===== config.mk =====
export PLATFORM = sky130hd
export DESIGN_NAME = reg_file_mp
export DESIGN_NICKNAME = d
export VERILOG_FILES = /design/src/rtl/reg_file_pkg.sv /design/src/rtl/reg_file_mp_scoreboard.sv /design/src/rtl/reg_file_mp.sv
export SDC_FILE = /design/constraint.sdc
export NUM_CORES = 2
export LEC_CHECK = 0
export BUFFER_PORTS_ARGS = -buffer_cell sky130_fd_sc_hd__buf_2
export CAP_MARGIN = 20
export CORE_MARGIN = 5
export CORE_UTILIZATION = 55
export DETAILED_ROUTE_END_ITERATION = 12
export HOLD_SLACK_MARGIN = 0.02
export PLACE_DENSITY_LB_ADDON = 0.2
export SETUP_SLACK_MARGIN = 0.2
export SYNTH_ARGS = -nofsm -noshare
export SYNTH_HDL_FRONTEND = slang
export SYNTH_HIERARCHICAL = 1
export SYNTH_SLANG_ARGS = --single-unit
export TNS_END_PERCENT = 50

===== constraint.sdc =====
create_clock -name clk -period 34.8 [get_ports clk]
set_input_delay 3.48 -clock clk [delete_from_list [all_inputs] [get_ports clk]]
set_output_delay 3.48 -clock clk [all_outputs]
set_load 0.02 [all_outputs]

===== src/rtl/reg_file_pkg.sv =====
// ============================================================================
// Module      : reg_file_pkg
// Description : Shared defaults, register word type and address-width helper
// Revision    : 1.0 - initial release
// ============================================================================
`default_nettype none

package reg_file_pkg;

  localparam int XLEN_DEF  = 32;
  localparam int NREGS_DEF = 32;
  localparam int NRD_DEF   = 2;

  typedef logic [XLEN_DEF-1:0] word_t;

  // Never returns 0 so a 1-register corner case still gets a legal port width.
  function automatic int addr_width(input int n);
    return (n > 1) ? $clog2(n) : 1;
  endfunction

endpackage

`default_nettype wire


===== src/rtl/reg_file_mp_scoreboard.sv =====
// ============================================================================
// Module      : reg_scoreboard
// Description : Per-register pending-write bits with set-priority and hazard lookup
// Revision    : 1.0 - initial release
// ============================================================================
`default_nettype none

module reg_scoreboard
  import reg_file_pkg::*;
#(
  parameter int NREGS    = NREGS_DEF,
  parameter int NRD      = NRD_DEF,
  parameter bit ZERO_REG = 1'b1,
  localparam int AW      = addr_width(NREGS)
) (
  input  logic                   clk,
  input  logic                   reset,
  input  logic [NRD-1:0][AW-1:0] raddr_i,
  input  logic [AW-1:0]          waddr_i,
  input  logic                   reg_wr_c,
  input  logic                   busy_set_i,
  input  logic [AW-1:0]          busy_addr_i,
  output logic [NRD-1:0]         hazard_o,
  output logic [NREGS-1:0]       busy_vec_o
);

  logic [NREGS-1:0] busy_next;

  // Clear first, then set, so a new producer on the same edge supersedes the write.
  always_comb begin
    busy_next = busy_vec_o;
    if (reg_wr_c)
      busy_next[waddr_i] = 1'b0;
    if (busy_set_i)
      busy_next[busy_addr_i] = 1'b1;
    if (ZERO_REG)
      busy_next[0] = 1'b0;
  end

  always_ff @(posedge clk or posedge reset) begin
    if (reset)
      busy_vec_o <= '0;
    else
      busy_vec_o <= busy_next;
  end

  always_comb begin
    hazard_o = '0;
    for (int p = 0; p < NRD; p++)
      hazard_o[p] = busy_vec_o[raddr_i[p]] & ~(reg_wr_c && (waddr_i == raddr_i[p]));
  end

endmodule

`default_nettype wire


===== src/rtl/reg_file_mp.sv =====
// ============================================================================
// Module      : reg_file_mp
// Description : Multi-read-port register file, registered reads, write-first bypass
// Revision    : 1.0 - initial release
// ============================================================================
`default_nettype none

module reg_file_mp
  import reg_file_pkg::*;
#(
  parameter int XLEN     = XLEN_DEF,
  parameter int NREGS    = NREGS_DEF,
  parameter int NRD      = NRD_DEF,
  parameter bit ZERO_REG = 1'b1,
  localparam int AW      = addr_width(NREGS)
) (
  input  logic                     clk,
  input  logic                     reset,
  input  logic [NRD-1:0][AW-1:0]   raddr_i,
  input  logic [NRD-1:0]           rd_en_i,
  output logic [NRD-1:0][XLEN-1:0] rdata_o,
  input  logic [AW-1:0]            waddr_i,
  input  logic [XLEN-1:0]          wdata_i,
  input  logic                     reg_wr_c,
  input  logic                     busy_set_i,
  input  logic [AW-1:0]            busy_addr_i,
  output logic [NRD-1:0]           hazard_o,
  output logic [NREGS-1:0]         busy_vec_o
);

  logic [XLEN-1:0]          regs [NREGS];
  logic                     we;
  logic [NRD-1:0][XLEN-1:0] rd_next;

  assign we = reg_wr_c && !(ZERO_REG && (waddr_i == '0));

  // Zero-register check comes first so a dropped write to x0 is never bypassed.
  always_comb begin
    rd_next = '0;
    for (int p = 0; p < NRD; p++) begin
      if (ZERO_REG && (raddr_i[p] == '0))
        rd_next[p] = '0;
      else if (reg_wr_c && (waddr_i == raddr_i[p]))
        rd_next[p] = wdata_i;
      else
        rd_next[p] = regs[raddr_i[p]];
    end
  end

  always_ff @(posedge clk or posedge reset) begin
    if (reset) begin
      for (int i = 0; i < NREGS; i++)
        regs[i] <= '0;
      rdata_o <= '0;
    end else begin
      if (we)
        regs[waddr_i] <= wdata_i;
      for (int p = 0; p < NRD; p++)
        if (rd_en_i[p])
          rdata_o[p] <= rd_next[p];
    end
  end

  reg_scoreboard #(
    .NREGS    (NREGS),
    .NRD      (NRD),
    .ZERO_REG (ZERO_REG)
  ) u_scoreboard (
    .clk         (clk),
    .reset       (reset),
    .raddr_i     (raddr_i),
    .waddr_i     (waddr_i),
    .reg_wr_c    (reg_wr_c),
    .busy_set_i  (busy_set_i),
    .busy_addr_i (busy_addr_i),
    .hazard_o    (hazard_o),
    .busy_vec_o  (busy_vec_o)
  );

endmodule

`default_nettype wire


==> metrics.md <==
| Metric | Value |
|---|---|
| Status | `complete, no violations` |
| Inst Count DP | `5466` |
| Delay-heaviest family, CP | `buffers and inverters` |
| Total Neg Setup Slack | `0 ns` |
| Critical path fanouts, max | `68` |
| Max Clock Skew | `0.02517 ns` |
| Power Internal | `2.754 mW` |
| Routed len/inst | `31.16 µm` |
| Chip height | `339.2 µm` |
| Critical Setup Path Class | `in -> out` |
| NetSw | `1.062 mW` |
| Async SR Flop Fraction | `100.0%` |
| Mapped Cells | `4298` |
| Final Slew Violations | `0` |
| Final count of hold timing violations | `0` |
| Min-Delay Path Class | `reg -> reg` |
| Crit share post-route | `27.54%` |
| Hpwl dp | `96.63 mm` |
| IO Pins | `156` |
| Area Overhead vs Synth | `9.157%` |
| Via density | `7.023` |
| Number of synthesized flops with an enable pin | `0` |
| # resized after CTS | `0` |
| WHS | `0.3953 ns` |
| Worst path bufs/invs | `3` |
| Warnings from Yosys | `6` |
| Hold_sp | `regs[995]$_DFFE_PP0P_` |
| Num Clock Sinks | `1119` |
| ANT nets after route | `0` |
| Max-Cap Viols | `0` |
| Largest net degree at the start of global routing | `164` |
| Post-Syn Area | `59620 µm²` |
| Seq/Total Area, Yosys | `46.97%` |
| DR vias | `39900` |
| Initial Util | `55.53%` |
| Area leader, netlist | `dfrtp_1` |
| FF+latch count, synth | `1119` |
| TritonCTS Buffers | `119` |
| Final Util | `60.62%` |
| Setup-failing EPs final | `0` |
| Number of port buffers | `154` |
| Crit-path cells | `buf_8 -> buf_4 -> a221oi_1 -> o32a_1 -> o32ai_1 -> buf_2` |
| Post-route minimum period | `9.582 ns` |
| Total wire length | `177.0 mm` |
| Post-synth top flop | `dfrtp_1` |
| Simple logic cell fraction of the synthesized area | `3.165%` |
| Crit-path slowest cell | `buf_4` |
| Seq pwr share | `45.6%` |
| Complex-gate fraction of the synthesized area | `7.799%` |
| DRC Markers | `0` |
| Pin slew with the least headroom to its limit | `1.128 ns` |
| Clock Latency Late Sink | `0.71 ns` |
| CTS clock-pin slew for the worst setup and hold paths | `0.06 ns` |
| Power per cell area | `58.65 nW/µm²` |
| Tot GR Track Use | `30.62%` |
| Grt total ovfl | `0` |
| Leading cell types by count after synthesis | `1119 x dfrtp_1, 998 x mux2_2, 391 x mux4_2, 276 x clkbuf_1, 256 x mux2i_1` |
| Startpoint Class | `input pin` |
| Final worst slack | `25.22 ns` |
| Reg-to-reg startpoint | `regs[537]$_DFFE_PP0P_` |
| Mapped Nets | `4356` |
| First DRT Iteration DRCs | `3994` |
| RSZ-0062 raised after global routing | `false` |
| Setup crit start | `raddr_i[5]` |
| Number of global-route vias before repair | `40930` |
| Slew headroom | `24.77%` |
| Synth Area in XOR/XNOR | `0.3064%` |
| Max incr delay on CP | `0.82 ns` |
| Largest cells by area after synthesis | `dfrtp_1 47%, mux2_2 19%, mux4_2 15%` |
| Post-synthesis mux area share | `38.14%` |
| GP Congestion | `0.8437` |
| Die extent in x | `339.2 µm` |
| Final std cells w/o fill | `5681` |
| First-pass GRT wire length | `269.0 mm` |
| Root Driver | `clkbuf_16` |
| Syn avg cell area | `13.87 µm²` |
| CTS tree | `yes` |
| WP data required | `31.32 ns` |
| DR pass1 iterations | `8` |
| Clock network power share | `34.2%` |
| Endpoint class of the critical path | `primary output` |
| CTS max path bufs | `3` |
| Static Leak | `28.33 nW` |
| Sw frac | `27.83%` |
| Count leader, synth | `dfrtp_1` |
| Comb pwr share | `20.2%` |
| Critical path arrival | `6.10 ns` |
| Worst VDD drop | `0.00004996 V` |
| Area share of the largest cell type after synthesis | `46.97%` |
| Main combinational cell family by area after synthesis | `multiplexers` |
| Highest clock rate | `0.1044 GHz` |
| # nets final | `4243` |
| Synthesized-area fraction occupied by adder cells | `0%` |
| Setup bufs post-CTS | `0` |
| Number of hold buffers added after cts | `0` |
| CORE AREA | `107400 µm²` |
| Post-synth cell types | `52` |
| Row cnt | `120` |
| Proportion of layout cells with a drive suffix above 1 | `43.92%` |
| Initial antenna violation count | `3` |
| H-tree Lvls | `3` |
| Die area | `115100 µm²` |
| Placement Setup Slack | `25.11 ns` |
==> layer usage <==
metal	routed length [µm]	GRT usage [%]	part of all wire, %	up-vias
met4	7462	11.19	4.2	0
li1	-	-	-	16470
met5	0	0	0	-
met1	71560	41.64	40	21320
met3	12870	5.688	7.3	424
met2	85130	49.86	48	1685
==> area by class of cell <==
class / count / area (µm²)
antenna: 4 / 10.01
clock buffer: 179 / 3626
clock inverter: 31 / 407.9
fill: 8097 / 42280
inverter: 11 / 56.30
multi-input combinational: 2695 / 29670
sequential: 1119 / 28000
tap: 1403 / 1755
timing repair buffer: 239 / 1544
==> through the flow <==
stage / power, mW / area (µm²)
6_report: 3.817 / 65070
5_1_grt: 3.983 / 65070
4_1_cts: 3.828 / 65040
3_5_place_dp: 2.524 / 61000
3_3_place_gp: 2.491 / 60980
2_1_floorplan: 2.316 / 59620
==> worst register-to-register path: stages, from the launching register on <==
cell      delay [ns]
dfrtp_1         0.39
mux4_2          0.52
nand2_1         0.09
nand2_1         0.07
a222oi_1        0.31
or3b_1          0.37
==> kinds of logic (layout without fill, tap and decap cells) <==
| logic type | Yosys count | count (layout) |
|---|---|---|
| xor+xnor | 20 | 20 |
| buf+inv | 484 | 460 |
| compound gates | 660 | 660 |
| simple gates | 364 | 364 |
| flops | 1119 | 1119 |
| mux | 1650 | 1650 |
| other cells | 1 | 5 |
==> worst paths after layout <==
kind	slack, ns	end	cells past startpoint
worst max-delay path	25.22	hazard_o[1]	6
worst min-delay path	0.40	regs[995]$_DFFE_PP0P_	0
worst max register to register	32.92	rdata_o[25]$_DFFE_PP0P_	5
worst min register to register	0.40	regs[995]$_DFFE_PP0P_	0
max in group asynchronous	28.78	regs[711]$_DFFE_PP0P_	6
min in group asynchronous	2.86	u_scoreboard/busy_vec_o[11]$_DFF_PP0_	2
==> cell usage in the layout (no fill, tap or decap), drive strengths merged, types with 8 or more instances in the layout <==
master and instances:
dfrtp 1119, mux2 998, mux4 396, mux2i 256
buf 239, nand2 216, clkbuf 179, o211ai 130
a221oi 130, o21ai 130, a21oi 128, or3b 71
a22oi 64, a222oi 64, nor2 22, xnor2 20
clkinv 20, nand3b 17, inv 12, bufinv 8
==> state kept, by name, indices dropped and copies added (netlist names) <==
signal and count:
u_scoreboard/busy_vec_o 31, regs 1024, rdata_o 64
==> power groups by stage <==
stage               combinational (mW)  sequential, mW  clock (mW)
global route                     0.836            1.77        1.38
finish                           0.770            1.74        1.30
detailed placement               0.769            1.75           0
global placement                 0.750            1.74           0
floorplan                        0.589            1.73           0
CTS                              0.771            1.73        1.32
No activity file was read; power rests on OpenSTA's default activity.
